`src/rtl/life_pkg.sv`:
```
// Shared state encoding and map constants for the Game-of-Life generation scheduler.
package life_pkg;

    localparam int MAP_DIM = 32;
    localparam int CELL_W  = 8;

    typedef enum logic [1:0] {
        ST_IDLE  = 2'd0,
        ST_START = 2'd1,
        ST_EVAL  = 2'd2,
        ST_SWAP  = 2'd3
    } state_t;

endpackage

```
`src/rtl/life_ram_arbiter.sv`:
```
// Single-port map RAM mux: the evaluator owns the RAM while a pass runs, otherwise edit beats display.
module life_ram_arbiter
    import life_pkg::*;
#(
    parameter int ADDR_W = 10
) (
    input  state_t            state,
    input  logic              bank,
    input  logic [ADDR_W-1:0] eval_addr,
    input  logic              eval_we,
    input  logic [CELL_W-1:0] eval_wdata,
    input  logic              disp_req,
    input  logic [ADDR_W-1:0] disp_addr,
    input  logic              edit_req,
    input  logic [ADDR_W-1:0] edit_addr,
    input  logic [CELL_W-1:0] edit_wdata,
    output logic [ADDR_W:0]   ram_addr,
    output logic              ram_we,
    output logic [CELL_W-1:0] ram_wdata,
    output logic              disp_gnt,
    output logic              edit_gnt
);

    always_comb begin
        ram_addr  = '0;
        ram_we    = 1'b0;
        ram_wdata = '0;
        disp_gnt  = 1'b0;
        edit_gnt  = 1'b0;
        if (state == ST_START || state == ST_EVAL) begin
            // evaluator reads the front bank and writes the back bank
            ram_addr = {(eval_we ? ~bank : bank), eval_addr};
            ram_we   = eval_we;
            if (eval_we) ram_wdata = eval_wdata;
        end else if (edit_req) begin
            edit_gnt  = 1'b1;
            ram_addr  = {bank, edit_addr};
            ram_we    = 1'b1;
            ram_wdata = edit_wdata;
        end else if (disp_req) begin
            disp_gnt = 1'b1;
            ram_addr = {bank, disp_addr};
        end
    end

endmodule

```
`src/rtl/life_gen_scheduler.sv`:
```
// Game-of-Life generation sequencer: run/step scheduling, evaluation watchdog and ping-pong bank swap.
module life_gen_scheduler
    import life_pkg::*;
#(
    parameter int ADDR_W   = 2 * $clog2(MAP_DIM),
    parameter int PERIOD_W = 24,
    parameter int WD_W     = 16
) (
    input  logic                clk,
    input  logic                reset,
    input  logic                run,
    input  logic                step,
    input  logic [PERIOD_W-1:0] period,
    output logic                eval_start,
    input  logic                eval_done,
    input  logic [ADDR_W-1:0]   eval_addr,
    input  logic                eval_we,
    input  logic [CELL_W-1:0]   eval_wdata,
    output logic [CELL_W-1:0]   eval_rdata,
    input  logic                disp_req,
    input  logic [ADDR_W-1:0]   disp_addr,
    output logic                disp_gnt,
    output logic                disp_valid,
    output logic [CELL_W-1:0]   disp_rdata,
    input  logic                edit_req,
    input  logic [ADDR_W-1:0]   edit_addr,
    input  logic [CELL_W-1:0]   edit_wdata,
    output logic                edit_gnt,
    output logic [ADDR_W:0]     ram_addr,
    output logic                ram_we,
    output logic [CELL_W-1:0]   ram_wdata,
    input  logic [CELL_W-1:0]   ram_rdata,
    output logic                bank,
    output logic [15:0]         gen_count,
    output logic                busy,
    output logic                wd_error
);

    state_t              state_q, state_d;
    logic [PERIOD_W-1:0] timer_q, timer_d, period_m1;
    logic [WD_W-1:0]     wd_q, wd_d;
    logic [15:0]         gen_count_q, gen_count_d;
    logic                pending_q, pending_d;
    logic                bank_q, bank_d;
    logic                wd_error_q, wd_error_d;
    logic                disp_valid_q, disp_valid_d;
    logic                start_go, wd_expire;

    assign period_m1 = (period == '0) ? '0 : period - PERIOD_W'(1);
    assign start_go  = (state_q == ST_IDLE) && (pending_q || (run && timer_q >= period_m1));
    assign wd_expire = (state_q == ST_EVAL) && !eval_done && (wd_q == '1);

    always_ff @(posedge clk or posedge reset) begin
        if (reset) state_q <= ST_IDLE;
        else       state_q <= state_d;
    end

    always_comb begin
        state_d = state_q;
        case (state_q)
            ST_IDLE:  if (start_go) state_d = ST_START;
            ST_START: state_d = ST_EVAL;
            ST_EVAL: begin
                if (eval_done)      state_d = ST_SWAP;
                else if (wd_expire) state_d = ST_IDLE;
            end
            ST_SWAP:  state_d = ST_IDLE;
            default:  state_d = ST_IDLE;
        endcase
    end

    always_comb begin
        eval_start = (state_q == ST_START);
        busy       = (state_q != ST_IDLE);
    end

    // Timer, pending and watchdog are cleared on entry to START so run-mode starts land exactly `period` apart.
    always_comb begin
        timer_d = '0;
        if (!start_go && run) timer_d = (timer_q == '1) ? timer_q : timer_q + PERIOD_W'(1);
        pending_d = start_go ? 1'b0 : (pending_q | step);
        wd_d = wd_q;
        if (state_q == ST_START)                  wd_d = '0;
        else if (state_q == ST_EVAL && wd_q != '1) wd_d = wd_q + WD_W'(1);
        wd_error_d = wd_expire ? 1'b1 : (step ? 1'b0 : wd_error_q);
        bank_d      = (state_q == ST_SWAP) ? ~bank_q : bank_q;
        gen_count_d = (state_q == ST_SWAP) ? gen_count_q + 16'd1 : gen_count_q;
        disp_valid_d = disp_gnt;
    end

    always_ff @(posedge clk or posedge reset) begin
        if (reset) begin
            timer_q      <= '0;
            wd_q         <= '0;
            gen_count_q  <= '0;
            pending_q    <= 1'b0;
            bank_q       <= 1'b0;
            wd_error_q   <= 1'b0;
            disp_valid_q <= 1'b0;
        end else begin
            timer_q      <= timer_d;
            wd_q         <= wd_d;
            gen_count_q  <= gen_count_d;
            pending_q    <= pending_d;
            bank_q       <= bank_d;
            wd_error_q   <= wd_error_d;
            disp_valid_q <= disp_valid_d;
        end
    end

    life_ram_arbiter #(.ADDR_W(ADDR_W)) u_arb (
        .state      (state_q),
        .bank       (bank_q),
        .eval_addr  (eval_addr),
        .eval_we    (eval_we),
        .eval_wdata (eval_wdata),
        .disp_req   (disp_req),
        .disp_addr  (disp_addr),
        .edit_req   (edit_req),
        .edit_addr  (edit_addr),
        .edit_wdata (edit_wdata),
        .ram_addr   (ram_addr),
        .ram_we     (ram_we),
        .ram_wdata  (ram_wdata),
        .disp_gnt   (disp_gnt),
        .edit_gnt   (edit_gnt)
    );

    assign bank       = bank_q;
    assign gen_count  = gen_count_q;
    assign wd_error   = wd_error_q;
    assign disp_valid = disp_valid_q;
    assign eval_rdata = ram_rdata;
    assign disp_rdata = ram_rdata;

endmodule

```
`config.mk`:
```
export PLATFORM = sky130hd
export DESIGN_NAME = life_gen_scheduler
export DESIGN_NICKNAME = d
export VERILOG_FILES = /design/src/rtl/life_pkg.sv /design/src/rtl/life_ram_arbiter.sv /design/src/rtl/life_gen_scheduler.sv
export SDC_FILE = /design/constraint.sdc
export NUM_CORES = 1
export LEC_CHECK = 0
export CORE_AREA = 2 2 102 104
export CTS_BUF_LIST = sky130_fd_sc_hd__clkbuf_4
export CTS_CLUSTER_DIAMETER = 50
export CTS_CLUSTER_SIZE = 24
export DETAILED_ROUTE_END_ITERATION = 12
export DIE_AREA = 0 0 104 106
export GPL_ROUTABILITY_DRIVEN = 0
export PLACE_DENSITY_LB_ADDON = 0.3
export SYNTH_ARGS = -nofsm -noshare
export SYNTH_HDL_FRONTEND = slang
export SYNTH_HIERARCHICAL = 1
export SYNTH_SLANG_ARGS = --single-unit
```
`constraint.sdc`:
```
create_clock -name clk -period 2.5 [get_ports clk]
set_input_delay 0.375 -clock clk [delete_from_list [all_inputs] [get_ports clk]]
set_output_delay 0.375 -clock clk [all_outputs]
set_load 0.03 [all_outputs]
```
**Yosys cells after proc, flatten, opt, wreduce, memory -nomap -nowiden**

Index checks and enable logic that the tools add are counted.

- Bits in registers: 62
- Input port bits: 86
- Output and inout bits: 59
- Word-level logic and storage cells: 65

- $lt $le $gt $ge: 1
- Add/subtract/negate cells: 4
- Equal/unequal tests: 9
- Mux-type cells: 25
- Reductions and logical operators: 16
- Bitwise operators: 2

Operator list:

| kind | count |
|---|---|
| $mux 24 | 3 |
| $mux 11 | 3 |
| $add 16x1->16 const B | 2 |
| $mux 16 | 2 |
| $add 24x1->24 const B | 1 |
| $eq 24x24->1 const B | 1 |
| $ge 24x24->1 | 1 |
| $logic_not 24->1 | 1 |
| $mux 8 | 3 |
| $sub 24x1->24 const B | 1 |
| $eq 16x16->1 const B | 1 |
| $ne 16x16->1 const B | 1 |
| $mux 1 | 10 |
| $pmux 2 s4 | 1 |
| $logic_and 1x1->1 | 6 |
| $mux 2 | 3 |
| $reduce_bool 2->1 | 3 |
| $eq 2x2->1 const B | 2 |
| $ne 2x2->1 const B | 2 |
| $ne 3x3->1 const B | 1 |
| $eq 2x1->1 const B | 1 |
| $logic_not 1->1 | 2 |
| $logic_not 2->1 | 1 |
| $logic_or 1x1->1 | 2 |
| other kinds (3) | 3 |

**Longest topological paths before layout**

Gate-level depths: netlist of run 1.

- Depth after elaboration: 9
- Depth in mapped cells: 14
- Gate-level depth less buffers: 12

**Cells and area by module**

Netlist of run 1, hierarchy kept.

By module, submodules not included:

| module | area each (um^2) | cells an instance | times used |
|---|---|---|---|
| life_gen_scheduler | 4381.7 | 493 | 1 |
| life_ram_arbiter | 394.1 | 72 | 1 |

**Worst setup path before layout of run 1**

OpenSTA, ideal clock, no wires.

- Kind: input -> register
- From: input period[9]
- To: register timer_q[2]
- Stages on the path: 13
- Arrival: 3.834 ns
- Library setup time: 0.136 ns
- Buffers on the path: 2
- Slack: -1.470 ns
- Cell sequence: or4_4 or4_4 buf_6 nor4_4 mux2_1 o211ai_1 ha_1 nand4_1 nor4_1 a211oi_1 a31oi_1 clkbuf_1 nor3_1

- Cells in the longest elaborated chain, start to end: 9
- Elaborated cells between the ends (all ways): 11
- Classes of those cells: add/sub: 1; order compare: 1; eq/ne: 1; mux: 2; reduce/logical: 6

Ends and longest elaborated chain:

| what | RTL line | text |
|---|---|---|
| start, declared | life_gen_scheduler.sv:13 | `input logic [PERIOD_W-1:0] period,` |
| $sub 24x1->24 / $logic_not 24->1 (equally long branches) | life_gen_scheduler.sv:49 | `assign period_m1 = (period == '0) ? '0 : period - PERIOD_W'(1);` |
| $mux 24 * | life_gen_scheduler.sv:49 |  |
| $ge 24x24->1 * | life_gen_scheduler.sv:50 | `assign start_go = (state_q == ST_IDLE) && (pending_q \|\| (run && timer_q >= period_m1));` |
| $logic_and 1x1->1 * | life_gen_scheduler.sv:50 |  |
| $logic_or 1x1->1 * | life_gen_scheduler.sv:50 |  |
| $logic_and 1x1->1 * | life_gen_scheduler.sv:50 |  |
| $logic_not 1->1 * | life_gen_scheduler.sv:80 | `if (!start_go && run) timer_d = (timer_q == '1) ? timer_q : timer_q + PERIOD_W'(1);` |
| $logic_and 1x1->1 * | life_gen_scheduler.sv:80 |  |
| $ne 2x2->1 (no line) / $mux 24 (equally long branches) | - |  |
| end signal, assigned | life_gen_scheduler.sv:101 | `timer_q <= timer_d;` |
| end, declared | life_gen_scheduler.sv:40 | `logic [PERIOD_W-1:0] timer_q, timer_d, period_m1;` |

Mark *: on every way between the ends. The rest lies on a longest branch, timed or not.
A chain may end at the register's enable or synchronous reset.

**Worst setup path in the final report of run 1**

- From: input period[6]
- To: register timer_q[3]

The elaborated chain is that of the path after synthesis.

==> impl_metrics.json, run 1 <==
{
  "status": "finished with violations",
  "violations": "negative setup slack",
  "syn_avg_cell_area_sq_um": 8.453,
  "finalClockSkew_ps": 6.626,
  "path_cells": "buf_6 > or4_4 > or4_4 > nor4_4 > buf_4 > mux2_4 > o211ai_1 > ha_1 > nand4_1 > buf_6 > nor4_4 > buf_4 > o211a_4 > buf_4 > buf_12 > nor4_1",
  "grt_pass1_vias": 4798,
  "p_leak_nw": 2.929,
  "io_pins": 145,
  "drt_iter0_markers": 546,
  "hold_buffers": 0,
  "p_per_area_nw_per_um2": 644.0,
  "timing.critical_path.max_delay_family": "simple AND/OR/NAND/NOR gates",
  "yosys.area.top_type_share_pct": 32.49,
  "worstPathMaxFanout": 8,
  "place_ws_ps": -1941,
  "numCtsBuffers": 9,
  "ys.flop_type": "dfrtp_1",
  "yosysSeqAreaShare_pct": 32.49,
  "critical-path-max-stage-delay_ps": 520,
  "syn_nets": 680,
  "drt_pass1_iterations": 4,
  "combinationalPowerShare_pct": 59.0,
  "setup_tns_ps": -25830,
  "ys_seq_elements": 62,
  "drv_cap": 0,
  "sw_frac_of_total_pct": 46.99,
  "pwr-share-seq_pct": 28.6,
  "synth_area_sq_um": 4776,
  "netlist-cell-type-count": 56,
  "finalSetupViolCount": 26,
  "seq_area_sq_um": 1551,
  "synth_cells": 565,
  "place_hpwl_um": 10030,
  "n_antenna_cell": 0,
  "path_common_cell": "buf_4",
  "wl_per_cell_um": 16.01,
  "synthTopCellsByArea": "dfrtp_1 32%, ha_1 7.6%, xnor2_1 6.2%, nand2_1 5.0%, nor4_1 3.4%",
  "crit_buf_inv": 6,
  "drive_gt1_share_pct": 22.45,
  "post-synth-top-count-cell": "nand2_1",
  "drv_slew": 0,
  "slew_headroom_pct": 27.08,
  "hold_violations": 0,
  "hold_class": "primary input to asynchronous set/reset pin",
  "tightestPinTransition_ps": 1093,
  "rsz0062_at_grt": "yes",
  "yosys-top-cells-count": "64 x nand2_1, 62 x dfrtp_1, 35 x nor2_1",
  "setup_slack_ps": -1062,
  "via_per_inst": 5.701,
  "grt_max_degree": 63,
  "path_class": "primary input to flip-flop",
  "fin_crit_ps": 3562,
  "cts_buffer_depth": 2,
  "die_h_um": 106,
  "port_buffers": 120,
  "htreeDepth": 3,
  "die_w_um": 104,
  "ir_drop_mv": 0.7348,
  "worst_path_max_delay_cell": "or4_4",
  "power.switching_mw": 2.100,
  "fillers": 777,
  "fin_nets": 847,
  "coreArea_sq_um": 10000,
  "root_buffer": "clkbuf_4",
  "start_util_pct": 47.76,
  "clock_latency_ps": 420,
  "die_area_sq_um": 11020,
  "synth_top_cell_by_area": "dfrtp_1",
  "synth_edf_count": 0,
  "grt_usage_pct": 24.86,
  "grt_pass1_wl_um": 22680,
  "max_freq_ghz": 0.2807,
  "core.rowCount": 37,
  "required_ps": 2750,
  "wirelength_um": 13950,
  "power_frac_clock_pct": 12.4,
  "fin_crit_sh_pct": 142.5,
  "drc": 0,
  "cts_tree": "built",
  "cp-end-kind": "flip-flop",
  "multiInputGateArea_sq_um": 3239,
  "vias": 4966,
  "internal-power_mw": 2.369,
  "drtAntennaViolNets": 0,
  "grt-ovfl-total": 0,
  "cts_num_sinks": 62,
  "area_growth_syn_to_layout_pct": 45.30,
  "synthArstFlopShare_pct": 100.0,
  "antenna_found_initial": 0,
  "startpoint_type": "primary input",
  "cts.reportedPaths.clkPinSlew_ps": 90,
  "arrival_ps": 3820,
  "yosysWarnings": 6
}
-- through the flow --
step	utilization, %	power [mW]	hold slack, ps	cell area [sq um]	instances
2_1_floorplan	-	2.845	463.2	4810	565
3_3_place_gp	63.40	3.711	458.8	6340	835
3_5_place_dp	63.40	3.753	465.2	6340	835
4_1_cts	67.73	4.524	335.7	6773	864
5_1_grt	69.39	4.722	355.3	6939	871
6_report	69.39	4.469	330.6	6939	871
-- power groups by stage --
stage	combinational, mW	clock, mW	sequential [mW]
after floorplan	1.52	0	1.33
after global placement	2.42	0	1.29
after detailed placement	2.46	0	1.30
after CTS	2.68	0.570	1.28
after global routing	2.82	0.612	1.29
final	2.63	0.555	1.28
-- flip-flops by register name, summed over array words and instances, names as in the netlist --
name,count
state_q,2
bank,1
pending_q,1
wd_error,1
gen_count,16
wd_q,16
timer_q,24
disp_valid,1
-- cell families (layout without fill, tap and decap cells) --
kind of cell | Yosys count | in the layout | synth area share [%]
adder cells (fa/ha/maj) | 29 | 29 | 7.598
AO/OA/AOI/OAI | 110 | 111 | 15.12
XOR/XNOR | 53 | 53 | 9.877
AND/OR/NAND/NOR | 245 | 245 | 27.01
multiplexers | 7 | 7 | 1.572
flip-flops | 62 | 62 | 32.49
buffers and inverters | 59 | 228 | 6.340
-- path summary, 6_finish.rpt --
check	startpoint	to	slack, ps	cells past startpoint
min in group clk	gen_count[15]	gen_count[15]	480	1
setup / recovery	period[6]	timer_q[3]	-1060	16
setup reg to reg	timer_q[2]	timer_q[23]	60	5
hold / removal	reset	gen_count[4]	330	3
max in group asynchronous	reset	wd_q[1]	1890	3
hold reg to reg	gen_count[15]	gen_count[15]	480	1
-- metal layers --
layer / wire, um / global-route usage (%) / up-vias
li1: - / - / 2398
met1: 5624 / 30.25 / 2317
met2: 6980 / 44.13 / 218
met3: 975 / 4.598 / 33
met4: 365 / 8.880 / 0
met5: 0 / 0 / -
-- cell type report --
type / instances / area share (%)
inverter: 15 / 0.8114
sequential: 62 / 22.36
tap: 136 / 2.452
clock buffer: 11 / 1.190
timing repair buffer: 199 / 26.31
clock inverter: 3 / 0.1983
multi-input combinational: 445 / 46.68
-- worst reg2reg max path, stage by stage (launching register included) --
cell and delay [ps]:
dfrtp_1 510, and3_1 290, nand3_1 170, or2_0 410
or4_1 560, a2111oi_2 390
-- repair_timing --
| action | CTS | global route |
|---|---|---|
| gates resized for setup | 65 | 31 |
| gates cloned | 2 | 1 |
| endpoints found under the hold margin | 0 | 0 |
| endpoints found under the setup margin | 27 | 31 |
| pin swaps | 21 | 15 |
| setup buffers | 13 | 13 |
-- cell usage in the layout (no fill, tap or decap), types with 4 or more instances in the layout --
cell type / n
xor2_1: 18
a211oi_1: 5
buf_4: 85
inv_1: 13
or4_1: 8
xnor2_1: 34
dfrtp_1: 62
and2_1: 5
o211ai_1: 6
nor4_1: 15
a21oi_1: 30
buf_6: 13
nor2b_1: 4
or3_1: 10
a22oi_1: 8
nor3_1: 14
nand2b_1: 5
dlygate4sd2_1: 6
nor4_2: 6
o31ai_1: 6
nand3_1: 25
ha_1: 28
and3_1: 5
nor4_4: 6
nor2_1: 34
nand2_1: 62
nand3b_1: 4
o21ai_1: 4
clkdlybuf4s50_1: 87
nand4_1: 18
o21ai_0: 22
and4_1: 5
clkbuf_4: 11
(Power assumes the default switching activity.)
==> run 2, diff against run 1 <==
- ABC_CLOCK_PERIOD_IN_PS: unset -> 2500
- CORE_AREA: 2 2 102 104 -> 2 2 113 115
- DIE_AREA: 0 0 104 106 -> 0 0 115 117
==> run 2 against run 1 <==
Net effect:
- hold slack worse by 73 ps
- sequential share of layout area is 0.83 points lower
- combinational power is 11% higher
- clock power is 62% higher
- the run still ends with negative setup slack left
- maximum frequency is 1.8% higher
- final area is 3.9% higher
- highest routed layer unchanged
- clock-buffer cell count is 1 lower
- via count is 1.4% higher
- clock skew is 7.9 ps higher
- power is 14% higher
==> impl_metrics.json, run 2 (synthesized netlist as in run 1, its figures left out) <==
{
  "hold_violations": 0,
  "fin_nets": 853,
  "postLayoutCoreUtil_pct": 58.54,
  "final_common_cell": "buf_4",
  "cts.reportedPaths.clkPinSlew_ps": 110,
  "place_ws_ps": -1952,
  "clock_latency_ps": 420,
  "status": "finished with violations",
  "cp-end-kind": "flip-flop",
  "startpoint_type": "primary input",
  "p_per_area_nw_per_um2": 706.1,
  "die_w_um": 115,
  "cp.depth": 14,
  "setup_slack_ps": -998.0,
  "arrival_ps": 3780,
  "combinationalPowerShare_pct": 57.2,
  "top_register": "timer_q",
  "fillers": 1075,
  "r2r_cells": 8,
  "place_hpwl_um": 10580,
  "worstPathMaxFanout": 7,
  "finalSetupViolCount": 26,
  "antenna_found_initial": 0,
  "die_h_um": 117,
  "power.switching_mw": 2.206,
  "pwr-share-seq_pct": 25.1,
  "cts_num_sinks": 62,
  "area_growth_syn_to_layout_pct": 50.90,
  "p_leak_nw": 3.020,
  "htreeDepth": 3,
  "grt_usage_pct": 20.52,
  "cts_buffer_depth": 2,
  "start_util_pct": 38.79,
  "power_frac_clock_pct": 17.6,
  "wl_per_cell_um": 16.37,
  "violations": "negative setup slack",
  "grt_pass1_wl_um": 22180,
  "timing.critical_path.max_delay_family": "simple AND/OR/NAND/NOR gates",
  "required_ps": 2780,
  "coreArea_sq_um": 12310,
  "finalPower_mw": 5.089,
  "fin_crit_sh_pct": 139.9,
  "grt_max_degree": 45,
  "critical-path-max-stage-delay_ps": 520,
  "drv_cap": 0,
  "finalClockSkew_ps": 14.54,
  "n_antenna_cell": 0,
  "numCtsBuffers": 9,
  "port_buffers": 120,
  "drtAntennaViolNets": 0,
  "max_freq_ghz": 0.2859,
  "rsz0062_at_grt": "yes",
  "tightestPinTransition_ps": 1203,
  "path_class": "primary input to flip-flop",
  "via_per_inst": 5.637,
  "drive_gt1_share_pct": 24.09,
  "io_pins": 145,
  "root_buffer": "clkbuf_4",
  "hold_buffers": 0,
  "crit_buf_inv": 4,
  "final_cell_mix": "88 x buf_4, 86 x clkdlybuf4s50_1, 63 x nand2_1, 62 x dfrtp_1",
  "drt_iter0_markers": 334,
  "slew_headroom_pct": 19.71,
  "hold_class": "primary input to asynchronous set/reset pin",
  "drc": 0,
  "die_area_sq_um": 13460,
  "hold_slack_ps": 258.1,
  "fin_crit_ps": 3498,
  "grt-ovfl-total": 0,
  "cts_tree": "built",
  "core.rowCount": 41,
  "vias": 5034,
  "drt_pass1_iterations": 5,
  "worst_path_max_delay_cell": "or4_4",
  "stdcell_area_sq_um": 7207,
  "ir_drop_mv": 0.4165,
  "sw_frac_of_total_pct": 43.36,
  "setup_tns_ps": -23410,
  "internal-power_mw": 2.883,
  "grt_pass1_vias": 4663,
  "largest_register_ffs": 24,
  "drv_slew": 0,
  "placed_area_sq_um": 6415,
  "path_cells": "buf_6 > or4_4 > or4_4 > buf_4 > or3_1 > buf_4 > a21oi_2 > ha_1 > nand2_2 > nor4_4 > a211oi_2 > a31oi_4 > buf_12 > a2111oi_0",
  "wirelength_um": 14620,
  "dpl.cell_count": 855,
  "finalNonFillerCells": 893
}
[run 2: path summary, 6_finish.rpt]
kind                            slack, ps     startpoint             to
worst min-delay path                  260          reset   gen_count[9]
worst min register to register        480  gen_count[15]  gen_count[15]
worst max register to register        -50     timer_q[0]    timer_q[15]
worst max-delay path                -1000      period[6]    timer_q[15]
min in group clk                      480  gen_count[15]  gen_count[15]
max in group asynchronous            1660          reset       wd_error
[run 2: power groups by stage]
stage	Clock [mW]	Sequential, mW	Combinational [mW]
global placement	0	1.29	2.48
detailed placement	0	1.30	2.54
floorplan	0	1.33	1.52
finish	0.897	1.28	2.91
CTS	0.909	1.28	2.75
global route	0.965	1.30	3.08
[run 2: cell type report]
cell class	instances	area, sq um	share of cell area [%]
clock inverter	6	110.1	1.528
multi-input combinational	444	3253	45.14
tap	150	187.7	2.604
clock buffer	10	75.07	1.042
sequential	62	1551	21.53
inverter	15	56.30	0.7813
timing repair buffer	206	1973	27.38
[run 2: layer usage]
| metal | vias up | track usage, % | routed length [um] |
|---|---|---|---|
| li1 | 2417 | - | - |
| met1 | 2365 | 24.10 | 5786 |
| met2 | 232 | 37.96 | 7492 |
| met3 | 20 | 4.222 | 1143 |
| met4 | 0 | 5.783 | 194 |
| met5 | - | 0 | 0 |
[run 2: what timing repair did]
action,4_1_cts,5_1_grt
setup buffers,9,9
endpoints found under the setup margin,27,27
gates cloned,1,4
gates resized for setup,56,37
pin swaps,19,7
